### src/rtl/rs232_rx_buf.sv
// Show-ahead receive FIFO behind an RS232 receiver with a one-pulse-per-byte acknowledge.
// Optional sticky overrun flag is enabled by defining RS232_RX_BUF_OVR_EN.
module rs232_rx_buf #(
    parameter int ADDR_W = 4
) (
    input  logic              clk,
    input  logic              rst,
    input  logic              rx_rdy,
    input  logic [7:0]        rx_data,
    output logic              rx_done,
    input  logic              rd,
    output logic [7:0]        rd_data,
    output logic              empty,
    output logic              full,
    output logic [ADDR_W:0]   count,
    output logic              ovr,
    input  logic              ovr_clr
);
    localparam int DEPTH = 2 ** ADDR_W;
    localparam logic [ADDR_W:0] DEPTH_C = (ADDR_W + 1)'(DEPTH);

    logic [7:0]        mem [DEPTH];
    logic [ADDR_W-1:0] wptr;
    logic [ADDR_W-1:0] rptr;
    logic              cap;
    logic              rd_eff;
    logic              wr;
    logic              drop;

    // The ~rx_done term keeps a still-high rx_rdy from being captured twice.
    assign cap     = rx_rdy & ~rx_done;
    assign rd_eff  = rd & ~empty;
    assign wr      = cap & (~full | rd_eff);
    assign drop    = cap & full & ~rd_eff;
    assign empty   = (count == '0);
    assign full    = (count == DEPTH_C);
    assign rd_data = mem[rptr];

    always_ff @(posedge clk) begin
        if (rst) begin
            wptr    <= '0;
            rptr    <= '0;
            count   <= '0;
            rx_done <= 1'b0;
        end else begin
            rx_done <= cap;
            if (wr)
                wptr <= wptr + 1'b1;
            if (rd_eff)
                rptr <= rptr + 1'b1;
            case ({wr, rd_eff})
                2'b10:   count <= count + 1'b1;
                2'b01:   count <= count - 1'b1;
                default: ;
            endcase
        end
    end

    // Storage is deliberately not reset; pointers alone define validity.
    always_ff @(posedge clk) begin
        if (wr && !rst)
            mem[wptr] <= rx_data;
    end

`ifdef RS232_RX_BUF_OVR_EN
    always_ff @(posedge clk) begin
        if (rst)
            ovr <= 1'b0;
        else if (drop)
            ovr <= 1'b1;
        else if (ovr_clr)
            ovr <= 1'b0;
    end
`else
    logic unused_ovr;
    assign unused_ovr = ovr_clr | drop;
    assign ovr        = 1'b0;
`endif
endmodule

### config.mk
export PLATFORM = sky130hd
export DESIGN_NAME = rs232_rx_buf
export DESIGN_NICKNAME = d
export VERILOG_FILES = /design/src/rtl/rs232_rx_buf.sv
export SDC_FILE = /design/constraint.sdc
export NUM_CORES = 1
export LEC_CHECK = 0
export CAP_MARGIN = 20
export CORE_MARGIN = 5
export CORE_UTILIZATION = 54
export DETAILED_ROUTE_END_ITERATION = 10
export PLACE_DENSITY = 0.76
export SLEW_MARGIN = 20
export SYNTH_ARGS = -nofsm -noshare
export SYNTH_HDL_FRONTEND = slang
export SYNTH_SLANG_ARGS = --single-unit
### constraint.sdc
create_clock -name clk -period 2.35 [get_ports clk]
set_input_delay 0.47 -clock clk [delete_from_list [all_inputs] [get_ports clk]]
set_output_delay 0.47 -clock clk [all_outputs]
set_load 0.005 [all_outputs]
==> impl_metrics.json <==
{
  "rrSetupSlack_ns": -0.03,
  "crit_family": "multiplexers",
  "met2_length_mm": 7.12,
  "synth_xor_area_share_pct": 1.04,
  "crit_chain": "buf_12 > buf_8 > buf_6 > mux4_2 > a22oi_2 > nand2_1 > buf_2",
  "vias": 3280,
  "path_max_fanout": 4,
  "std_cell_rows": 38,
  "grt_pass1_vias": 3486,
  "synth-warning-count": 0,
  "clock.fmax_mhz": 374,
  "slowest_delay_ns": 0.52,
  "antenna_found_initial": 0,
  "status": "finished, violations left",
  "synth_compound_area_share_pct": 4.68,
  "yosys.area_share.adder_pct": 2.03,
  "finalWirelength_mm": 13.0,
  "drtPass1Iterations": 4,
  "seqPwrFrac_pct": 40.5,
  "wl_met1_mm": 4.91,
  "syn2layout_area_growth_pct": 27.8,
  "top_layer": "met4",
  "grt_pass1_wl_mm": 19.8,
  "final_cell_mix": "edfxtp_1 (128), buf_4 (45), mux4_2 (32), nor2_1 (28), clkbuf_16 (19)",
  "cts_tree": "done",
  "muxShareOfSynthArea_pct": 12.9,
  "finalCriticalPeriod_ns": 2.67,
  "comb_power_share_pct": 25.4,
  "dp_hpwl_mm": 7.45,
  "cp.arrival_ns": 2.20,
  "cts_made_buffers": 17,
  "path_clk_slew_ns": 0.06,
  "p_int_mw": 5.50,
  "vias_per_cell": 5.68,
  "p_clk_share_pct": 34.1,
  "swShare_pct": 25.1,
  "drive_gt1_share_pct": 37.5,
  "cp.required_ns": 1.88,
  "dieArea_um2": 13100,
  "synth_top_family_by_area": "multiplexers",
  "cap_violations": 0,
  "track_usage_pct": 21.1,
  "post-route-period-util_pct": 114,
  "fp.dieW_um": 115,
  "drtIter0Drc": 237,
  "switching_power_mw": 1.84,
  "worstMarginPinSlew_ns": 0.885,
  "worst-path-buf-inv": 4,
  "p_leak_nw": 2.61,
  "clockRootBuffer": "clkbuf_8",
  "synth_top_cells_by_area": "edfxtp_1 (65%), mux4_2 (12%), dfxtp_1 (6.1%)",
  "ys_types": 43,
  "mostFrequentLayoutCell": "edfxtp_1",
  "finalClockSkew_ns": 0.0120,
  "htreeDepth": 4,
  "gp_congestion": 0.838,
  "worstSetupEndpointType": "output port",
  "crit_type": "reg2out",
  "yosys.area_share.simple_pct": 6.38,
  "cts_sinks": 146,
  "nets": 446,
  "dpl_cell_area_um2": 6700,
  "relSlewSlack_pct": 40.8,
  "grt_max_degree": 28,
  "dieHeight_um": 115,
  "postSynthAreaPerCell_um2": 17.8,
  "dpl.cell_count": 528,
  "synth_edf_count": 128,
  "io_buffers": 27,
  "gr-total-overflow": 0,
  "netlist_area_um2": 5910,
  "violations": "setup timing",
  "fin_cells": 577,
  "seq_area_frac_synth_pct": 71.2,
  "vdd_ir_drop_max_uv": 611,
  "antenna_cells": 0,
  "clk_latency_ns": 0.52,
  "cp-start-kind": "flip-flop",
  "wl_per_cell_um": 22.5,
  "ant_nets": 0,
  "synth_fp_nets": 353,
  "setup_violations": 9,
  "synthFlopType": "edfxtp_1",
  "synth_seq_cells": 146,
  "yosysTopAreaCell": "edfxtp_1",
  "ioPinCount": 30,
  "powerDensity_nw_per_um2": 972,
  "route.detailed.drc": 0,
  "cts_buffer_depth": 2,
  "met3_length_um": 676,
  "hp-class": "reg2reg",
  "holdWs_ns": 0.529,
  "syn_inst": 331,
  "critPathSlowestCell": "mux4_2",
  "report.final.slew_viol_count": 0,
  "core_area_um2": 10800,
  "rsz0062_at_grt": "yes",
  "setup_ws_ns": -0.321,
  "finalPower_mw": 7.34,
  "async_flop_share_pct": 0,
  "cts_hold_buffers": 0,
  "hold_viol": 0,
  "synth_top_area_share_pct": 65.1,
  "initial_core_util_pct": 54.7,
  "design_area_um2": 7550
}
## final timing paths
check,startpoint,endpoint,cells after the start
max,flip-flop,rd_data[1],7
min,rptr[3],rptr[3],2
max reg2reg,count[2],count[4],9
min reg2reg,rptr[3],rptr[3],2
## Yosys cell counts, drive strengths merged (2+ instances only)
library cell / instances
nor3: 6
inv: 5
edfxtp: 128
nor2b: 6
xor2: 5
a21oi: 2
buf: 9
clkbuf: 9
ha: 8
nor2: 29
nor3b: 2
nand2: 15
and2: 3
a22oi: 16
xnor2: 2
mux2i: 3
dfxtp: 18
o211ai: 5
mux4: 32
a211oi: 3
nand2b: 5
nand4b: 2
a2111oi: 2
a21o: 2
## metal layers
| metal | GRT usage [%] | up-vias |
|---|---|---|
| met5 | 0 | - |
| met4 | 5.86 | 0 |
| met3 | 5.50 | 17 |
| met2 | 37.8 | 106 |
| met1 | 25.2 | 1660 |
| li1 | - | 1497 |
## logic make-up after synthesis
kind of cell             count (synthesis)
flip-flops                             146
other                                    1
multiplexers                            36
adder cells (fa/ha/maj)                  9
AND/OR/NAND/NOR                         74
buffers and inverters                   23
AO/OA/AOI/OAI                           35
XOR/XNOR                                 7
## registers in the layout (all words and copies together), names as in the netlist, named ones only
register / count
rx_done: 1
rptr: 4
count: 5
wptr: 4
mem: 128
## through the flow
| stage | util (%) | setup TNS [ns] | setup WS [ns] |
|---|---|---|---|
| 6_report | 69.9 | -2.36 | -0.321 |
| 5_1_grt | 69.9 | -3.11 | -0.404 |
| 4_1_cts | 69.3 | -2.34 | -0.346 |
| 3_5_place_dp | 62.1 | -7.39 | -0.167 |
| 3_3_place_gp | 62.1 | -2.24 | -0.125 |
| 2_1_floorplan | - | -0.950 | -0.0562 |
## power groups by stage
stage | logic (mW) | clock network [mW] | registers (mW)
4_1_cts | 1.79 | 2.53 | 2.97
2_1_floorplan | 0.902 | 0 | 3.02
3_5_place_dp | 1.58 | 0 | 3.02
3_3_place_gp | 1.55 | 0 | 3.01
5_1_grt | 2.03 | 2.68 | 2.97
6_report | 1.87 | 2.50 | 2.97
## what timing repair did
item | CTS | global route
setup endpoints to repair | 12 | 11
setup buffers | 14 | 3
gates cloned | 1 | 0
gates resized for setup | 59 | 11
pin swaps | 20 | 8
## area by class of cell
| type | instances | area, um^2 |
|---|---|---|
| flip-flops and latches | 146 | 4210 |
| fillers | 665 | 3250 |
| multi-input cells | 162 | 1720 |
| repair buffers | 92 | 858 |
| clock buffers | 25 | 526 |
| well taps | 140 | 175 |
| clock inverters | 7 | 42.5 |
| inverters | 5 | 18.8 |
## tightest hold or removal path, stage by stage (launching register included)
cell and delay (ns):
dfxtp_1 0.33, xor2_1 0.06, nor2_1 0.10
Power figures use the tool's default switching activity.
